### config.mk
export PLATFORM = sky130hd
export DESIGN_NAME = prim_fifo_sync_buf
export DESIGN_NICKNAME = d
export VERILOG_FILES = /design/src/rtl/prim_fifo_sync_buf.sv
export SDC_FILE = /design/constraint.sdc
export NUM_CORES = 1
export LEC_CHECK = 0
export ABC_CLOCK_PERIOD_IN_PS = 4650
export CORE_ASPECT_RATIO = 1.2
export CORE_MARGIN = 4
export CORE_UTILIZATION = 58
export DETAILED_ROUTE_END_ITERATION = 8
export PLACE_DENSITY = 0.91
export SLEW_MARGIN = 0
export SYNTH_ARGS = -nofsm -noshare
export SYNTH_HDL_FRONTEND = slang
export SYNTH_SLANG_ARGS = --single-unit
### constraint.sdc
create_clock -name clk_i -period 4.65 [get_ports clk_i]
set_input_delay 0.93 -clock clk_i [delete_from_list [all_inputs] [get_ports clk_i]]
set_output_delay 0.93 -clock clk_i [all_outputs]
set_load 0.01 [all_outputs]
### src/rtl/prim_fifo_sync_buf.sv
// Synchronous single-clock FIFO with wrap-phase pointers, register-array storage,
// optional empty pass-through and a pointer integrity flag.
module prim_fifo_sync_buf #(
  parameter int unsigned Width             = 16,
  parameter int unsigned Depth             = 4,
  parameter bit          Pass              = 1'b1,
  parameter bit          OutputZeroIfEmpty = 1'b1,
  localparam int unsigned PtrW             = $clog2(Depth) + 1,
  localparam int unsigned DepthW           = $clog2(Depth + 1)
) (
  input  logic              clk_i,
  input  logic              rst_ni,
  input  logic              clr_i,
  input  logic              wvalid_i,
  output logic              wready_o,
  input  logic [Width-1:0]  wdata_i,
  output logic              rvalid_o,
  input  logic              rready_i,
  output logic [Width-1:0]  rdata_o,
  output logic              full_o,
  output logic [DepthW-1:0] depth_o,
  output logic              err_o
);

  localparam int unsigned IdxW = PtrW - 1;

  logic [PtrW-1:0]  wptr_r, rptr_r;
  logic [IdxW-1:0]  widx_s, ridx_s;
  logic             wphase_s, rphase_s;
  logic             empty_s, full_s, pass_s, wr_en_s, rd_en_s;
  logic [Width-1:0] mem_r [Depth];

  // Index wraps from Depth-1 to 0 and flips the phase bit, so non-power-of-2 depths work.
  function automatic logic [PtrW-1:0] ptr_inc(input logic [PtrW-1:0] p);
    if (p[IdxW-1:0] == IdxW'(Depth - 1)) begin
      return {~p[PtrW-1], {IdxW{1'b0}}};
    end else begin
      return p + PtrW'(1);
    end
  endfunction

  assign widx_s   = wptr_r[IdxW-1:0];
  assign ridx_s   = rptr_r[IdxW-1:0];
  assign wphase_s = wptr_r[PtrW-1];
  assign rphase_s = rptr_r[PtrW-1];

  // Status decode, handshakes and read-side output mux.
  always_comb begin
    empty_s  = (widx_s == ridx_s) && (wphase_s == rphase_s);
    full_s   = (widx_s == ridx_s) && (wphase_s != rphase_s);
    pass_s   = Pass && empty_s && wvalid_i && rready_i;
    wready_o = ~full_s;
    full_o   = full_s;
    wr_en_s  = wvalid_i && !full_s && !pass_s;
    rd_en_s  = !empty_s && rready_i;
    err_o    = (DepthW'(widx_s) >= DepthW'(Depth)) || (DepthW'(ridx_s) >= DepthW'(Depth));

    if (!empty_s) begin
      rvalid_o = 1'b1;
      rdata_o  = mem_r[ridx_s];
    end else if (Pass) begin
      rvalid_o = wvalid_i;
      rdata_o  = wdata_i;
    end else begin
      rvalid_o = 1'b0;
      rdata_o  = mem_r[ridx_s];
    end
    if (OutputZeroIfEmpty && !rvalid_o) begin
      rdata_o = {Width{1'b0}};
    end else begin
      rdata_o = rdata_o;
    end

    if (full_s) begin
      depth_o = DepthW'(Depth);
    end else if (widx_s >= ridx_s) begin
      depth_o = DepthW'(widx_s) - DepthW'(ridx_s);
    end else begin
      depth_o = DepthW'(Depth) - DepthW'(ridx_s) + DepthW'(widx_s);
    end
  end

  // Pointer registers; clear wins over any handshake in the same cycle.
  always_ff @(posedge clk_i or negedge rst_ni) begin
    if (!rst_ni) begin
      wptr_r <= {PtrW{1'b0}};
      rptr_r <= {PtrW{1'b0}};
    end else if (clr_i) begin
      wptr_r <= {PtrW{1'b0}};
      rptr_r <= {PtrW{1'b0}};
    end else begin
      if (wr_en_s) wptr_r <= ptr_inc(wptr_r);
      if (rd_en_s) rptr_r <= ptr_inc(rptr_r);
    end
  end

  // Storage array, intentionally not reset.
  always_ff @(posedge clk_i) begin
    if (wr_en_s && !clr_i && (DepthW'(widx_s) < DepthW'(Depth))) begin
      mem_r[widx_s] <= wdata_i;
    end
  end

  prim_fifo_sync_buf_chk #(
    .Width  (Width),
    .Depth  (Depth),
    .DepthW (DepthW)
  ) u_chk (
    .clk_i  (clk_i),
    .rst_ni (rst_ni),
    .wvalid (wvalid_i),
    .wready (wready_o),
    .full   (full_o),
    .rvalid (rvalid_o),
    .rdata  (rdata_o),
    .depth  (depth_o)
  );

endmodule

// Protocol and integrity properties for prim_fifo_sync_buf.
module prim_fifo_sync_buf_chk #(
  parameter int unsigned Width  = 16,
  parameter int unsigned Depth  = 4,
  parameter int unsigned DepthW = 3
) (
  input logic              clk_i,
  input logic              rst_ni,
  input logic              wvalid,
  input logic              wready,
  input logic              full,
  input logic              rvalid,
  input logic [Width-1:0]  rdata,
  input logic [DepthW-1:0] depth
);

  a_no_write_when_full: assert property (@(posedge clk_i) disable iff (!rst_ni)
    !(wvalid && wready && full));

  a_depth_in_range: assert property (@(posedge clk_i) disable iff (!rst_ni)
    depth <= DepthW'(Depth));

  a_rdata_known: assert property (@(posedge clk_i) disable iff (!rst_ni)
    rvalid |-> !$isunknown(rdata));

endmodule

==> impl_metrics.json, run 1 <==
{
  "syn2layout_area_growth_pct": 19.00,
  "crit_arrival_ps": 3010,
  "detail-route-antenna-nets": 0,
  "cts-htree-levels": 3,
  "synth_area_leaders": "edfxtp_1, mux4_2, dfrtp_1",
  "root_buffer": "clkbuf_8",
  "place_congestion": 0.7847,
  "core_sq_um": 5261,
  "worstSkewPairLatency_ps": 330,
  "start_util_pct": 59.57,
  "die_w_um": 75.11,
  "syn_inst": 199,
  "synth_nets": 228,
  "fin_cells": 309,
  "syn_avg_cell_area_sq_um": 15.75,
  "ios": 44,
  "dp.cells": 293,
  "synth-edff-count": 64,
  "worstHoldPathType": "flop to flop",
  "grtUsageTotal_pct": 21.44,
  "nets": 271,
  "n_antenna_cell": 0,
  "post_cts_buffers": 0,
  "cts_tree": "done",
  "grt_overflow": 0,
  "grt_pass1_wl_mm": 9.970,
  "ys_warn_count": 0,
  "crit_required_ps": 3720,
  "cp-start-kind": "flop",
  "path_max_fanout": 23,
  "ys_ff_latch": 70,
  "syn_area_sq_um": 3134,
  "cts-resized-gates": 0,
  "cts_buffer_depth": 2,
  "ir_drop_mv": 0.4030,
  "hold-worst-slack_ps": 693.5,
  "async_flop_share_pct": 8.571,
  "numPortBuffers": 42,
  "final_common_cell": "edfxtp_1",
  "rsz0062_at_grt": "no",
  "fin_crit_sh_pct": 84.74,
  "fmax_ghz": 0.2538,
  "hpwl_mm": 3.980,
  "fin_skew_ps": 11.49,
  "crit_path_end_kind": "output pin",
  "wl_mm": 6.279,
  "status": "complete, no violations",
  "vias_per_cell": 6.006,
  "fill_cells": 343,
  "fin_area_sq_um": 3730,
  "maxSlewViolCount": 0,
  "crit_path_top_delay_cell": "nand2_1",
  "ys.flop_type": "edfxtp_1",
  "synth_cell_types": 37,
  "rows": 29,
  "final_cell_mix": "edfxtp_1, clkdlybuf4s50_1, o21ai_1",
  "yosysTopAreaCellShare_pct": 61.32,
  "max_cap_viol_count": 0,
  "powerDensity_nw_per_um2": 619.9,
  "final.min_clock_period_ps": 3941,
  "cts_inserted_buffers": 9,
  "drc": 0,
  "clk_pin_slew_worst_paths_ps": 70,
  "slew-limit-headroom_pct": 42.39,
  "worstSetupPathType": "flop to output pin",
  "grt_pass1_vias": 2007,
  "grt_start_max_net_pins": 24,
  "yosysSeqAreaShare_pct": 66.11,
  "vias": 1856,
  "p_total_w": 0.002312,
  "hold_viol_final": 0,
  "die-area_sq_um": 6649,
  "finalSetupViolations": 0,
  "p_leak_nw": 1.295,
  "die_h_um": 88.53,
  "worstMarginPinSlew_ps": 864.2,
  "drt_iter0_markers": 200,
  "wl_per_cell_um": 20.32,
  "synth_largest_area_cell": "edfxtp_1",
  "dr.pass1.iters": 4,
  "cts_hold_buf": 0,
  "clock-sinks": 70,
  "max_stage_delay_ps": 610,
  "tns_ps": 0,
  "place_area_sq_um": 3571,
  "path_cells": "buf_4 -> inv_1 -> ha_1 -> nand2_1 -> o21ai_0 -> o21ai_1 -> clkdlybuf4s50_1",
  "antenna_found_initial": 0,
  "drive_above_1_share_pct": 13.77
}
[per-layer routing]
layer  part of all wire, %  track usage [%]  routed length, um  vias up
met2                    55            35.74               3447       60
met4                   1.3            12.94                 79        0
met5                     0                0                  0        -
li1                      -                -                  -      856
met1                    38            25.69               2361      934
met3                   6.2            3.864                390        6
[area by class of cell]
class	instances	area [sq um]	share of cell area [%]
Multi-Input combinational cell	108	948.4	25.43
Clock buffer	11	131.4	3.522
Clock inverter	5	27.53	0.7380
Tap cell	62	77.57	2.080
Sequential cell	70	2072	55.55
Inverter	8	30.03	0.8051
Timing Repair Buffer	45	442.9	11.88
[cells in the mapped netlist, drive strengths merged, types with 2 or more instances]
| cell | number |
|---|---|
| and3 | 4 |
| buf | 9 |
| nor2 | 3 |
| nand2 | 19 |
| nor2b | 3 |
| nor3 | 2 |
| ha | 7 |
| mux2 | 3 |
| o21ai | 32 |
| clkbuf | 4 |
| mux4 | 16 |
| and2 | 2 |
| nand3 | 2 |
| edfxtp | 64 |
| inv | 8 |
| o2111ai | 2 |
| dfrtp | 6 |
[worst max-delay path, delay by kind of cell (launching register included)]
kind	cells	cell delay, ps
adder cells (fa/ha/maj)	1	340
AO/OA/AOI/OAI	2	380
buffers and inverters	3	990
AND/OR/NAND/NOR	1	610
flip-flops	1	350
[final timing paths]
kind	depth (start not counted)	end	slack (ps)	startpoint
worst max register to register	6	mem_r[0][6]$_DFFE_PP_	1440	rptr_r[1]$_DFFE_PN0P_
worst min-delay path	2	rptr_r[2]$_DFFE_PN0P_	690	rptr_r[2]$_DFFE_PN0P_
worst min register to register	2	rptr_r[2]$_DFFE_PN0P_	690	rptr_r[2]$_DFFE_PN0P_
min in group asynchronous	1	wptr_r[0]$_DFFE_PN0P_	850	rst_ni
worst max-delay path	7	rdata_o[5]	710	rptr_r[1]$_DFFE_PN0P_
max in group asynchronous	1	rptr_r[2]$_DFFE_PN0P_	3570	rst_ni
[power breakdown]
group / switching (W) / internal (W) / total (W)
clock network: 0.000208 / 0.000190 / 0.000398
registers: 0.0000280 / 0.000767 / 0.000795
logic: 0.000575 / 0.000544 / 0.00112
[cells by family (layout without fill, tap and decap cells)]
| logic type | count (synthesis) | count (layout) | share of synthesized area [%] |
|---|---|---|---|
| AOI/OAI and AO/OA | 41 | 41 | 7.466 |
| other | 1 | 1 | 0.1196 |
| adders and majority gates | 8 | 8 | 3.433 |
| muxes | 20 | 20 | 13.25 |
| xor gates and xnor gates | 2 | 2 | 0.5590 |
| DFF | 70 | 70 | 66.11 |
| buffers and inverters | 21 | 69 | 3.633 |
| and+or+nand+nor | 36 | 36 | 5.429 |
[sequential cells by signal, summed over array words and instances, names as in the netlist]
register	cells
mem_r	64
rptr_r	3
wptr_r	3
[per-stage QoR]
| step | util [%] | worst slack [ps] |
|---|---|---|
| 2_1_floorplan | - | 1914 |
| 3_3_place_gp | 67.87 | 960.8 |
| 3_5_place_dp | 67.87 | 936.4 |
| 4_1_cts | 70.89 | 705.0 |
| 5_1_grt | 70.89 | 541.3 |
| 6_report | 70.89 | 709.5 |
(Power assumes the default switching activity.)
==> inputs of run 2 (changes only) <==
- ABC_CLOCK_PERIOD_IN_PS: 4650 -> 4050
- CORE_UTILIZATION: 58 -> 54
- PLACE_DENSITY: 0.91 -> 0.86
- clock period: 4.65 -> 4.05 ns (I/O delays scaled with it)
==> impl_metrics.json, run 2 (same netlist as run 1, synthesis figures left out) <==
{
  "status": "complete, no violations",
  "crit_required_ps": 3240,
  "nets": 276,
  "cts_inserted_buffers": 9,
  "fmax_ghz": 0.2763,
  "vias_per_cell": 5.984,
  "startpoint": "wptr_r[0]$_DFFE_PN0P_",
  "root_buffer": "clkbuf_8",
  "max_cap_viol_count": 0,
  "grtUsageTotal_pct": 19.61,
  "grt_pass1_wl_mm": 10.29,
  "start_util_pct": 55.67,
  "post_cts_buffers": 0,
  "worstSkewPairLatency_ps": 340,
  "die-area_sq_um": 7092,
  "max_stage_delay_ps": 640,
  "finalSetupViolations": 0,
  "cts_buffer_depth": 2,
  "hpwl_mm": 4.028,
  "reg.largest.list": "mem_r: 64 flops, rptr_r: 3 flops, wptr_r: 3 flops",
  "worstSetupPathType": "flop to output pin",
  "place_area_sq_um": 3611,
  "wl_mm": 6.323,
  "fin_skew_ps": 8.586,
  "setup_slack_ps": 431.3,
  "crit_path_top_delay_cell": "nand2_1",
  "maxSlewViolCount": 0,
  "crit_arrival_ps": 2810,
  "drive_above_1_share_pct": 15.08,
  "vias": 1891,
  "pre_cts_ws_ps": 686.3,
  "ios": 44,
  "place_congestion": 0.7765,
  "slew-limit-headroom_pct": 44.87,
  "grt_overflow": 0,
  "n_antenna_cell": 0,
  "hold_viol_final": 0,
  "rsz0062_at_grt": "no",
  "worstMarginPinSlew_ps": 825.0,
  "grt_pass1_vias": 1966,
  "core_sq_um": 5630,
  "drc": 0,
  "clk_pin_slew_worst_paths_ps": 70,
  "rr_startpoint": "wptr_r[0]$_DFFE_PN0P_",
  "cts_hold_buf": 0,
  "fin_cells": 316,
  "path_cells": "inv_1 -> ha_1 -> nand2_1 -> o21ai_0 -> o21ai_1 -> clkdlybuf4s50_1",
  "die_w_um": 77.55,
  "cts-resized-gates": 0,
  "crit_path_end_kind": "output pin",
  "powerDensity_nw_per_um2": 708.3,
  "p_total_w": 0.002677,
  "fin_area_sq_um": 3780,
  "final.min_clock_period_ps": 3619,
  "rows": 30,
  "dp.cells": 300,
  "cts-htree-levels": 3,
  "tns_ps": 0,
  "drt_iter0_markers": 189,
  "die_h_um": 91.46,
  "detail-route-antenna-nets": 0,
  "hp-start": "rptr_r[1]$_DFFE_PN0P_",
  "dr.pass1.iters": 4,
  "grt_start_max_net_pins": 24,
  "numPortBuffers": 42,
  "wl_per_cell_um": 20.01,
  "final_common_cell": "edfxtp_1",
  "clock-sinks": 70,
  "ir_drop_mv": 0.4903,
  "path_max_fanout": 23,
  "final_cell_mix": "edfxtp_1, clkdlybuf4s50_1, o21ai_1",
  "p_leak_nw": 1.318,
  "antenna_found_initial": 0,
  "worstHoldPathType": "flop to flop",
  "syn2layout_area_growth_pct": 20.60,
  "largest_reg_flops": 64,
  "regMostFlops": "mem_r",
  "cts_tree": "done",
  "fin_crit_sh_pct": 89.35,
  "cp-start-kind": "flop"
}
==> run 2: critical path, delay by kind of cell (launching register included) <==
kind | cells | cell delay, ps
AOI/OAI and AO/OA | 2 | 360
and+or+nand+nor | 1 | 640
DFF | 1 | 410
adders and majority gates | 1 | 370
buffers and inverters | 2 | 710
==> run 2: per-layer routing <==
layer | up-vias | track usage [%] | share of wire, % | routed length (um)
met4 | 0 | 7.270 | 1.2 | 76
met5 | - | 0 | 0 | 0
met2 | 69 | 32.49 | 51 | 3207
li1 | 863 | - | - | -
met1 | 951 | 24.62 | 43 | 2708
met3 | 8 | 5.357 | 5.2 | 330
==> run 2: metrics by stage <==
step	hold WS (ps)	utilization [%]
3_3_place_gp	609.4	64.13
6_report	629.1	67.13
3_5_place_dp	623.2	64.13
5_1_grt	673.8	67.13
4_1_cts	632.8	67.13
2_1_floorplan	514.4	-
==> run 2: path summary, 6_finish.rpt <==
path	depth (start not counted)	slack, ps	to
worst max-delay path	6	430	rdata_o[6]
worst min-delay path	2	630	rptr_r[1]$_DFFE_PN0P_
worst max register to register	6	1220	mem_r[0][4]$_DFFE_PP_
worst min register to register	2	630	rptr_r[1]$_DFFE_PN0P_
max in group asynchronous	1	3100	rptr_r[1]$_DFFE_PN0P_
min in group asynchronous	1	720	wptr_r[1]$_DFFE_PN0P_
==> run 2: where the power goes <==
group          switching [W]  internal [W]  leakage [nW]  total (W)
sequential         0.0000309      0.000879         0.662   0.000910
clock               0.000243      0.000236        0.0800   0.000479
combinational       0.000658      0.000631         0.577    0.00129
total               0.000931       0.00175          1.32    0.00268
==> run 2: cell type report <==
type	count	area (sq um)
tap	64	80.08
clock inverter	4	23.77
clock buffer	12	145.1
timing repair buffer	50	480.5
multi-input combinational	108	948.4
fill	406	1851
inverter	8	30.03
sequential	70	2072
